--- config.mk ---
export PLATFORM = sky130hd
export DESIGN_NAME = clk_meas
export DESIGN_NICKNAME = d
export VERILOG_FILES = /design/src/rtl/clk_meas_pkg.sv /design/src/rtl/clk_meas_div.sv /design/src/rtl/clk_meas.sv
export SDC_FILE = /design/constraint.sdc
export NUM_CORES = 1
export LEC_CHECK = 0
export CORE_UTILIZATION = 56
export DETAILED_ROUTE_END_ITERATION = 8
export PLACE_DENSITY = 0.8
export REMOVE_ABC_BUFFERS = 1
export SLEW_MARGIN = 20
export SYNTH_ARGS = -nofsm -noshare
export SYNTH_HDL_FRONTEND = slang
export SYNTH_SLANG_ARGS = --single-unit
--- constraint.sdc ---
create_clock -name i_clk -period 3.5 [get_ports i_clk]
set_input_delay 0.875 -clock i_clk [delete_from_list [all_inputs] [get_ports i_clk]]
set_output_delay 0.875 -clock i_clk [all_outputs]
set_load 0.01 [all_outputs]
--- src/rtl/clk_meas_pkg.sv ---
// Shared types and constants for the clk_meas period/duty measurement block.
package clk_meas_pkg;

  typedef enum logic [1:0] {
    IDLE      = 2'd0,
    WAIT_RISE = 2'd1,
    MEAS_HIGH = 2'd2,
    MEAS_LOW  = 2'd3
  } state_t;

  localparam int DUTY_W    = 7;
  localparam int PCT_SCALE = 100;
  localparam int DIV_LAT   = 8;

endpackage

--- src/rtl/clk_meas_div.sv ---
// Restoring divider producing a DUTY_W-bit quotient, one bit per cycle after a load cycle.
// o_done/o_quot are valid during the final iteration so the caller can register them on that edge.
module clk_meas_div
  import clk_meas_pkg::*;
#(
  parameter int DW = 16,
  parameter int NW = DW + DUTY_W
) (
  input  logic              i_clk,
  input  logic              i_rst,
  input  logic              i_start,
  input  logic              i_abort,
  input  logic [NW-1:0]     i_num,
  input  logic [DW-1:0]     i_den,
  output logic              o_busy,
  output logic              o_done,
  output logic [DUTY_W-1:0] o_quot
);

  localparam logic [2:0] LAST_STEP = 3'(DIV_LAT - 2);

  logic [NW-1:0]       r_rem;
  logic [NW-1:0]       r_dsh;
  logic [DUTY_W-2:0]   r_quot;
  logic [2:0]          r_step;
  logic                r_busy;
  logic                w_ge;

  // Quotient is known to be < 2^DUTY_W because high <= period and PCT_SCALE < 128.
  assign w_ge = (r_rem >= r_dsh);

  always_ff @(posedge i_clk or posedge i_rst) begin
    if (i_rst) begin
      r_rem  <= '0;
      r_dsh  <= '0;
      r_quot <= '0;
      r_step <= '0;
      r_busy <= 1'b0;
    end else if (i_abort) begin
      r_busy <= 1'b0;
    end else if (i_start) begin
      r_busy <= 1'b1;
      r_rem  <= i_num;
      r_dsh  <= NW'(i_den) << (DUTY_W - 1);
      r_quot <= '0;
      r_step <= '0;
    end else if (r_busy) begin
      if (w_ge) r_rem <= r_rem - r_dsh;
      r_dsh  <= r_dsh >> 1;
      r_quot <= {r_quot[DUTY_W-3:0], w_ge};
      r_step <= r_step + 3'd1;
      if (r_step == LAST_STEP) r_busy <= 1'b0;
    end
  end

  assign o_busy = r_busy;
  assign o_done = r_busy && (r_step == LAST_STEP) && !i_abort;
  assign o_quot = {r_quot, w_ge};

endmodule

--- src/rtl/clk_meas.sv ---
// Measures high time and period of an asynchronous signal in i_clk cycles.
// Define CLK_MEAS_DUTY_CALC_EN to add the duty-percentage divider (and overrun reporting).
//
// state     | meaning
// IDLE      | disabled, waiting for i_en
// WAIT_RISE | armed, waiting for the opening rising edge
// MEAS_HIGH | counting the high phase
// MEAS_LOW  | counting the low phase; next rise closes the period
module clk_meas
  import clk_meas_pkg::*;
#(
  parameter int CNT_W       = 16,
  parameter int SYNC_STAGES = 2,
  parameter int TIMEOUT_CYC = 1000
) (
  input  logic              i_clk,
  input  logic              i_rst,
  input  logic              i_en,
  input  logic              i_sig_in,
  output logic              o_meas_valid,
  output logic [CNT_W-1:0]  o_period_cnt,
  output logic [CNT_W-1:0]  o_high_cnt,
  output logic [DUTY_W-1:0] o_duty_pct,
  output logic              o_timeout,
  output logic              o_overrun,
  output logic              o_busy
);

  localparam logic [CNT_W-1:0] TO_VAL = CNT_W'(TIMEOUT_CYC);
  localparam logic [CNT_W-1:0] ONE    = CNT_W'(1);

  function automatic logic [CNT_W-1:0] f_sat_inc(input logic [CNT_W-1:0] v);
    return (&v) ? v : v + ONE;
  endfunction

  logic [SYNC_STAGES-1:0] r_sync;
  logic                   r_prev;
  state_t                 r_state;
  logic [CNT_W-1:0]       r_cnt;
  logic [CNT_W-1:0]       r_hold;
  logic [CNT_W-1:0]       r_idle;
  logic [CNT_W-1:0]       r_period;
  logic [CNT_W-1:0]       r_high;
  logic                   r_valid;
  logic                   r_timeout;
  logic                   w_synced;
  logic                   w_rise;
  logic                   w_fall;
  logic                   w_to;

  always_ff @(posedge i_clk or posedge i_rst) begin
    if (i_rst) begin
      r_sync <= '0;
      r_prev <= 1'b0;
    end else begin
      r_sync <= {r_sync[SYNC_STAGES-2:0], i_sig_in};
      r_prev <= r_sync[SYNC_STAGES-1];
    end
  end

  assign w_synced = r_sync[SYNC_STAGES-1];
  assign w_rise   = w_synced & ~r_prev;
  assign w_fall   = ~w_synced & r_prev;
  assign w_to     = (r_idle == TO_VAL);

`ifdef CLK_MEAS_DUTY_CALC_EN
  localparam int NUM_W = CNT_W + DUTY_W;

  logic [CNT_W-1:0]  r_pend_period;
  logic [CNT_W-1:0]  r_pend_high;
  logic [DUTY_W-1:0] r_duty;
  logic              r_overrun;
  logic [NUM_W-1:0]  w_num;
  logic              w_div_start;
  logic              w_div_busy;
  logic              w_div_done;
  logic [DUTY_W-1:0] w_div_quot;

  assign w_num       = NUM_W'(r_hold) * NUM_W'(PCT_SCALE);
  assign w_div_start = i_en && (r_state == MEAS_LOW) && w_rise && !w_div_busy;

  clk_meas_div #(.DW(CNT_W)) u_div (
    .i_clk   (i_clk),
    .i_rst   (i_rst),
    .i_start (w_div_start),
    .i_abort (!i_en),
    .i_num   (w_num),
    .i_den   (r_cnt),
    .o_busy  (w_div_busy),
    .o_done  (w_div_done),
    .o_quot  (w_div_quot)
  );

  assign o_duty_pct = r_duty;
  assign o_overrun  = r_overrun;
`else
  assign o_duty_pct = '0;
  assign o_overrun  = 1'b0;
`endif

  always_ff @(posedge i_clk or posedge i_rst) begin
    if (i_rst) begin
      r_state   <= IDLE;
      r_cnt     <= '0;
      r_hold    <= '0;
      r_idle    <= '0;
      r_period  <= '0;
      r_high    <= '0;
      r_valid   <= 1'b0;
      r_timeout <= 1'b0;
`ifdef CLK_MEAS_DUTY_CALC_EN
      r_pend_period <= '0;
      r_pend_high   <= '0;
      r_duty        <= '0;
      r_overrun     <= 1'b0;
`endif
    end else begin
      r_valid <= 1'b0;
`ifdef CLK_MEAS_DUTY_CALC_EN
      r_overrun <= 1'b0;
      if (w_div_done) begin
        r_period <= r_pend_period;
        r_high   <= r_pend_high;
        r_duty   <= w_div_quot;
        r_valid  <= 1'b1;
      end
`endif
      if (!i_en) begin
        r_state   <= IDLE;
        r_timeout <= 1'b0;
        r_cnt     <= '0;
        r_idle    <= '0;
      end else begin
        case (r_state)
          IDLE: begin
            r_state <= WAIT_RISE;
            r_cnt   <= '0;
            r_idle  <= '0;
          end
          WAIT_RISE: begin
            if (w_rise) begin
              r_cnt   <= ONE;
              r_idle  <= '0;
              r_state <= MEAS_HIGH;
            end else if (w_fall) begin
              r_idle <= '0;
            end else if (w_to) begin
              r_timeout <= 1'b1;
              r_idle    <= '0;
            end else begin
              r_idle <= f_sat_inc(r_idle);
            end
          end
          MEAS_HIGH: begin
            if (w_fall) begin
              r_hold  <= r_cnt;
              r_cnt   <= f_sat_inc(r_cnt);
              r_idle  <= '0;
              r_state <= MEAS_LOW;
            end else if (w_to) begin
              r_timeout <= 1'b1;
              r_idle    <= '0;
              r_cnt     <= '0;
              r_state   <= WAIT_RISE;
            end else begin
              r_cnt  <= f_sat_inc(r_cnt);
              r_idle <= f_sat_inc(r_idle);
            end
          end
          MEAS_LOW: begin
            // A closing rise beats a coincident timeout.
            if (w_rise) begin
`ifdef CLK_MEAS_DUTY_CALC_EN
              if (w_div_busy) begin
                r_overrun <= 1'b1;
              end else begin
                r_pend_period <= r_cnt;
                r_pend_high   <= r_hold;
              end
`else
              r_period <= r_cnt;
              r_high   <= r_hold;
              r_valid  <= 1'b1;
`endif
              r_cnt   <= ONE;
              r_idle  <= '0;
              r_state <= MEAS_HIGH;
            end else if (w_to) begin
              r_timeout <= 1'b1;
              r_idle    <= '0;
              r_cnt     <= '0;
              r_state   <= WAIT_RISE;
            end else begin
              r_cnt  <= f_sat_inc(r_cnt);
              r_idle <= f_sat_inc(r_idle);
            end
          end
          default: r_state <= IDLE;
        endcase
      end
    end
  end

  assign o_meas_valid = r_valid;
  assign o_period_cnt = r_period;
  assign o_high_cnt   = r_high;
  assign o_timeout    = r_timeout;
  assign o_busy       = (r_state != IDLE);

endmodule

==> results of run 1 <==
-- cell families after synthesis --
family          Yosys count  synth area share
compound gates           53            0.0803
xor+xnor                 11            0.0240
fa+ha+maj                 3           0.00934
buf+inv                  26            0.0358
flops                    87             0.542
mux                      49             0.137
other cells               1          0.000933
simple gates            115             0.171
-- critical path, stage by stage, from the launching register on --
cell and delay (ns):
dfrtp_1 0.47, or2_2 0.32, clkdlybuf4s50_1 0.48
-- cell type report --
cell class / count / area (um2)
inverter: 6 / 23.8
tap: 96 / 120
multi-input combinational: 239 / 1730
fill: 521 / 2170
sequential: 87 / 2180
timing repair buffer: 44 / 425
clock inverter: 6 / 83.8
clock buffer: 10 / 138
-- power by group --
part / internal [mW] / leakage, nW / switching [mW]
Combinational: 0.0230 / 0.748 / 0.0512
Sequential: 1.01 / 1.21 / 0.00929
Clock: 0.419 / 0.116 / 0.351
Total: 1.45 / 2.07 / 0.411
-- Yosys cell counts (2+ instances only) --
master	number	share of area
mux2_2	47	0.13
a31oi_1	5	0.0078
nor2_1	25	0.023
or2_2	2	0.0031
o31ai_1	5	0.0093
or4_1	2	0.0037
dfrtp_1	87	0.54
inv_1	6	0.0056
nor4b_1	2	0.0044
and3_1	6	0.0093
and4_1	3	0.0065
nand2b_1	2	0.0031
nor3_1	12	0.015
nand3_1	12	0.015
a41oi_1	3	0.0065
a211oi_1	2	0.0037
nand2_1	16	0.015
a21oi_1	11	0.014
o21ai_0	18	0.022
buf_4	9	0.017
buf_2	9	0.011
ha_1	3	0.0093
o211ai_1	2	0.0037
nor2b_1	2	0.0031
nand3b_1	3	0.0056
nor4_4	2	0.011
mux2i_1	2	0.0050
or3_1	6	0.0093
nand4_1	9	0.014
xnor2_1	10	0.022
-- worst paths after layout --
path                                   endpoint  slack [ns]  depth (start not counted)
max reg2reg                r_cnt[0]$_DFFE_PP0P_        1.36                          6
min                         r_sync[1]$_DFF_PP0_        0.36                          0
min in group asynchronous  r_cnt[3]$_DFFE_PP0P_        0.92                          2
max                                      o_busy        0.99                          2
max in group asynchronous   r_idle[5]$_DFF_PP0_        1.85                          3
min reg2reg                 r_sync[1]$_DFF_PP0_        0.36                          0
-- sequential cells by signal, summed over array words and instances (netlist names) --
signal	flops
o_meas_valid	1
r_cnt	16
r_hold	16
r_prev	1
r_state	2
o_timeout	1
o_high_cnt	16
r_sync	2
o_period_cnt	16
r_idle	16
-- layer usage --
layer / wire (um) / up-vias / GRT usage / share of wire
li1: - / 1326 / - / -
met1: 3460 / 1388 / 0.285 / 0.46
met2: 3590 / 81 / 0.349 / 0.48
met3: 322 / 9 / 0.0581 / 0.043
met4: 95 / 0 / 0.0712 / 0.013
met5: 0 / - / 0 / 0
==> parameters.txt, run 1 <==
Parameter                              Value

Status
  Run status    complete, no violations

Global routing
  First-pass GRT wire length    12500 um
  All-layer global routing usage    0.216
  Maximum number of pins on one net before global-route repair    44
  Initial antenna violation count    0
  Via count of the first global-routing pass    2675
  Overall overflow remaining after global route    0

Drt
  First drt pass iteration count    5
  Overall via count from detail_route    2804
  Detailed Route Iter0 Violations    178
  Avg WL per Cell    15.3 um
  Detailed-route wire length    7470 um
  # DRC    0
  Number of antenna-violating nets in the routed design    0
  Average via count per standard cell    5.75

Floorplanning
  I/O pin count    47
  Overall die width    86.7 um
  Die Y    86.7 um
  Core Rows    30
  Core region area    6870 um2
  Area of the die    7520 um2
  Effective utilization at floorplan    0.585

Synth
  Number of standard cells after synthesis    345
  Register area share after synthesis    0.542
  Synthesis-stage register bit count    87
  Post-synth top flop    dfrtp_1
  Synth warn    0
  Unique masters post-synth    52
  Mapped Area    4020 um2
  Mean post-synth cell area    11.7 um2
  Synth async-reset ratio    1.00
  Number of enable-type register cells in the synthesized netlist    0

Worst setup path
  Launching instance or port of the critical path    r_state[1]$_DFFE_PP0P_
  Critical setup path kind    flop to output pin
  Start of the worst register-to-register path    r_cnt[0]$_DFFE_PP0P_
  Crit end category    output pin
  Req. time, crit path    2.62 ns
  Worst Path Arrival    1.63 ns
  Setup crit start kind    flop
  Biggest fanout along the worst timing path    9

Clocking
  Clock slew at the register clock pins of the worst setup and hold paths    0.09 ns
  PostCTS Resize Cnt    0
  Clock Latency Late Sink    0.36 ns
  Cts hold-fix bufs    0
  # H-tree levels    3
  CTS root buf    clkbuf_8
  Setup Fix Bufs, Post-CTS    0
  Clock buffer count from CTS    9
  Clock tree from TritonCTS    yes
  CTS max path bufs    2
  Clk sink count    87

Timing
  Number of endpoints failing setup at the final stage    0
  Setup repair after global routing missed its margin    false
  Fin Clk Skew    0.0113 ns
  Tightest Pin Transition    0.716 ns
  Remaining max-slew budget at the tightest pin    0.522
  Fmax achieved    399 MHz
  Min Clock Period, post-route    2.51 ns
  Number of slew-limit violations in the final report    0
  Setup ws final    0.991 ns
  Hold Fails Final Rpt    0
  Worst hold margin    0.356 ns
  Final period util    0.717
  Setup tns final    0 ns

Layout
  Number of nets in the layout    394
  Fraction of layout instances using a drive strength above 1    0.212
  Util after Layout    0.684
  Diodes inserted    0
  Leading cell type in the layout, fill and taps excluded    dfrtp_1
  Cell Count, Final, Fillers Out    488
  Area growth from synthesis to layout    16.8%
  Highest-count cells in the layout ignoring fill and taps    87 x dfrtp_1, 47 x mux2_2, 38 x clkdlybuf4s50_1
  Final std cell area, no fill    4700 um2

Placed design
  Worst slack at placement    0.659 ns
  HPWL reported at the end of detailed placement    5040 um
  Cells after DPL    472
  RD Place Congestion    0.852
  Number of port buffers    38
  Placed cell areas    4470 um2

Job
  Reported max-cap violation count    0

Worst hold path
  Beginning of the worst hold path    r_sync[0]$_DFF_PP0_
  Worst hold path class    flop to flop

Power and ir drop
  Total design power    1.86 mW
  P_leak    2.07 nW
  Power density over the cells    397 nW/um2
  Worst IR Drop VDD    0.000323 V
Note: power is estimated with default switching activity, not from simulation.
==> inputs of run 2 (changes only) <==
- clock period: 3.5 -> 2.5 ns (I/O delays scaled with it)
==> run 2 against run 1 <==
Against the previous run: combinational power increased by 52%; largest power group unchanged; via count up 2.3%; cell area grew 1.3%; first-iteration DRC count is 3.9% lower; count of clock-buffer cells in the layout is the same.
==> parameters.txt, run 2 (synthesized netlist as in run 1, its figures left out) <==
Parameter                              Value

Status
  Run status    complete, no violations

Clocking
  Clock slew at the register clock pins of the worst setup and hold paths    0.08 ns
  PostCTS Resize Cnt    0
  Clock Latency Late Sink    0.36 ns
  Clock tree from TritonCTS    yes
  Setup Fix Bufs, Post-CTS    0
  # H-tree levels    3
  CTS max path bufs    2
  Cts hold-fix bufs    0
  Clk sink count    87
  Clock buffer count from CTS    9
  CTS root buf    clkbuf_8

Floorplanning
  Effective utilization at floorplan    0.585
  Core region area    6870 um2
  Die Y    86.7 um
  Core Rows    30
  Overall die width    86.7 um
  I/O pin count    47
  Area of the die    7520 um2

Timing
  Final period util    0.908
  Hold Fails Final Rpt    0
  Number of endpoints failing setup at the final stage    0
  Fmax achieved    441 MHz
  Tightest Pin Transition    0.621 ns
  Setup repair after global routing missed its margin    false
  Fin Clk Skew    0.0119 ns
  Min Clock Period, post-route    2.27 ns
  Remaining max-slew budget at the tightest pin    0.583
  Worst hold margin    0.355 ns
  Number of slew-limit violations in the final report    0

Global routing
  Initial antenna violation count    0
  Overall overflow remaining after global route    0
  Via count of the first global-routing pass    2793
  All-layer global routing usage    0.228
  Maximum number of pins on one net before global-route repair    39
  First-pass GRT wire length    13100 um

Worst setup path
  Biggest fanout along the worst timing path    9
  Critical setup path kind    flop to output pin
  Req. time, crit path    1.88 ns
  Setup crit start kind    flop
  Crit end category    output pin
  Worst Path Arrival    1.64 ns

Drt
  Detailed Route Iter0 Violations    171
  DR WL met3    343 um
  Overall via count from detail_route    2869
  First drt pass iteration count    4
  # DRC    0
  Average via count per standard cell    5.84
  Uppermost layer routed    met4
  Avg WL per Cell    15.4 um
  Detailed-route wire length    7550 um
  Number of antenna-violating nets in the routed design    0
  Length of routed wiring on met1    3340 um
  Met2 Wirelength    3690 um

Worst hold path
  Worst hold path class    flop to flop

Layout
  Diodes inserted    0
  Combined area of the multi-input logic cells    1730 um2
  Filler Cells Inserted    516
  Leading cell type in the layout, fill and taps excluded    dfrtp_1
  Area growth from synthesis to layout    18.4%
  Storage cell area    2180 um2
  Fraction of layout instances using a drive strength above 1    0.215
  Highest-count cells in the layout ignoring fill and taps    87 x dfrtp_1, 47 x mux2_2, 38 x clkdlybuf4s50_1
  Number of nets in the layout    397

Power and ir drop
  Power density over the cells    564 nW/um2
  Sw Ratio    0.211
  P_leak    2.10 nW
  Sequential cell fraction of total power    0.532
  Worst IR Drop VDD    0.000411 V
  Combinational group share of total power    0.042
  Total design power    2.68 mW
  Reported net switching power    565 uW
  Internal power of the cells    2.12 mW
  Share of total power in the clock network    0.425

Job
  Reported max-cap violation count    0

Placed design
  RD Place Congestion    0.865
  HPWL reported at the end of detailed placement    5280 um
  Number of port buffers    38
## run 2: cell types whose count changed in the layout (fill, tap and decap cells not counted), sizes merged
cell and delta:
bufinv +1, buf +3, clkinv -1
## run 2: final timing paths
path | from | end | slack, ns | depth (start not counted)
worst max-delay path | r_state[1]$_DFFE_PP0P_ | o_busy | 0.23 | 2
worst min-delay path | r_sync[0]$_DFF_PP0_ | r_sync[1]$_DFF_PP0_ | 0.36 | 0
worst max register to register | r_cnt[0]$_DFFE_PP0P_ | r_cnt[0]$_DFFE_PP0P_ | 0.34 | 6
worst min register to register | r_sync[0]$_DFF_PP0_ | r_sync[1]$_DFF_PP0_ | 0.36 | 0
max in group asynchronous | i_rst | o_period_cnt[15]$_DFFE_PP0P_ | 1.40 | 3
min in group asynchronous | i_rst | r_sync[0]$_DFF_PP0_ | 0.57 | 2
## run 2: layer usage
metal | GRT usage | vias up
met5 | 0 | -
met4 | 0.120 | 0
met3 | 0.0352 | 16
met2 | 0.374 | 79
met1 | 0.295 | 1437
li1 | - | 1337
## run 2: per-stage QoR
| stage | worst slack, ns | cells | TNS [ns] | area, um2 | util |
|---|---|---|---|---|---|
| detailed placement | 0.164 | 475 | 0 | 4520 | 0.658 |
| finish | 0.230 | 491 | 0 | 4760 | 0.693 |
| global route | 0.0886 | 491 | 0 | 4760 | 0.693 |
| CTS | 0.227 | 491 | 0 | 4760 | 0.693 |
| global placement | 0.197 | 475 | 0 | 4520 | 0.658 |
| floorplan | -0.375 | 332 | -36.68 | 3930 | - |
## run 2: layout make-up
class | instances | share of cell area
Sequential cell | 87 | 0.458
Multi-Input combinational cell | 239 | 0.363
Timing Repair Buffer | 47 | 0.0994
Clock buffer | 10 | 0.0268
Tap cell | 96 | 0.0252
Clock inverter | 6 | 0.0229
Inverter | 6 | 0.00500
## run 2: worst max-delay path, cell delays in order, from the launching register on
cell,delay [ns]
dfrtp_1,0.48
or2_2,0.33
clkdlybuf4s50_1,0.48
## run 2: power by group through the flow
stage	Combinational [mW]	Clock (mW)	Sequential, mW
6_report	0.113	1.14	1.43
5_1_grt	0.129	1.23	1.43
4_1_cts	0.115	1.17	1.43
3_5_place_dp	0.114	0	1.46
3_3_place_gp	0.111	0	1.45
2_1_floorplan	0.0687	0	1.45
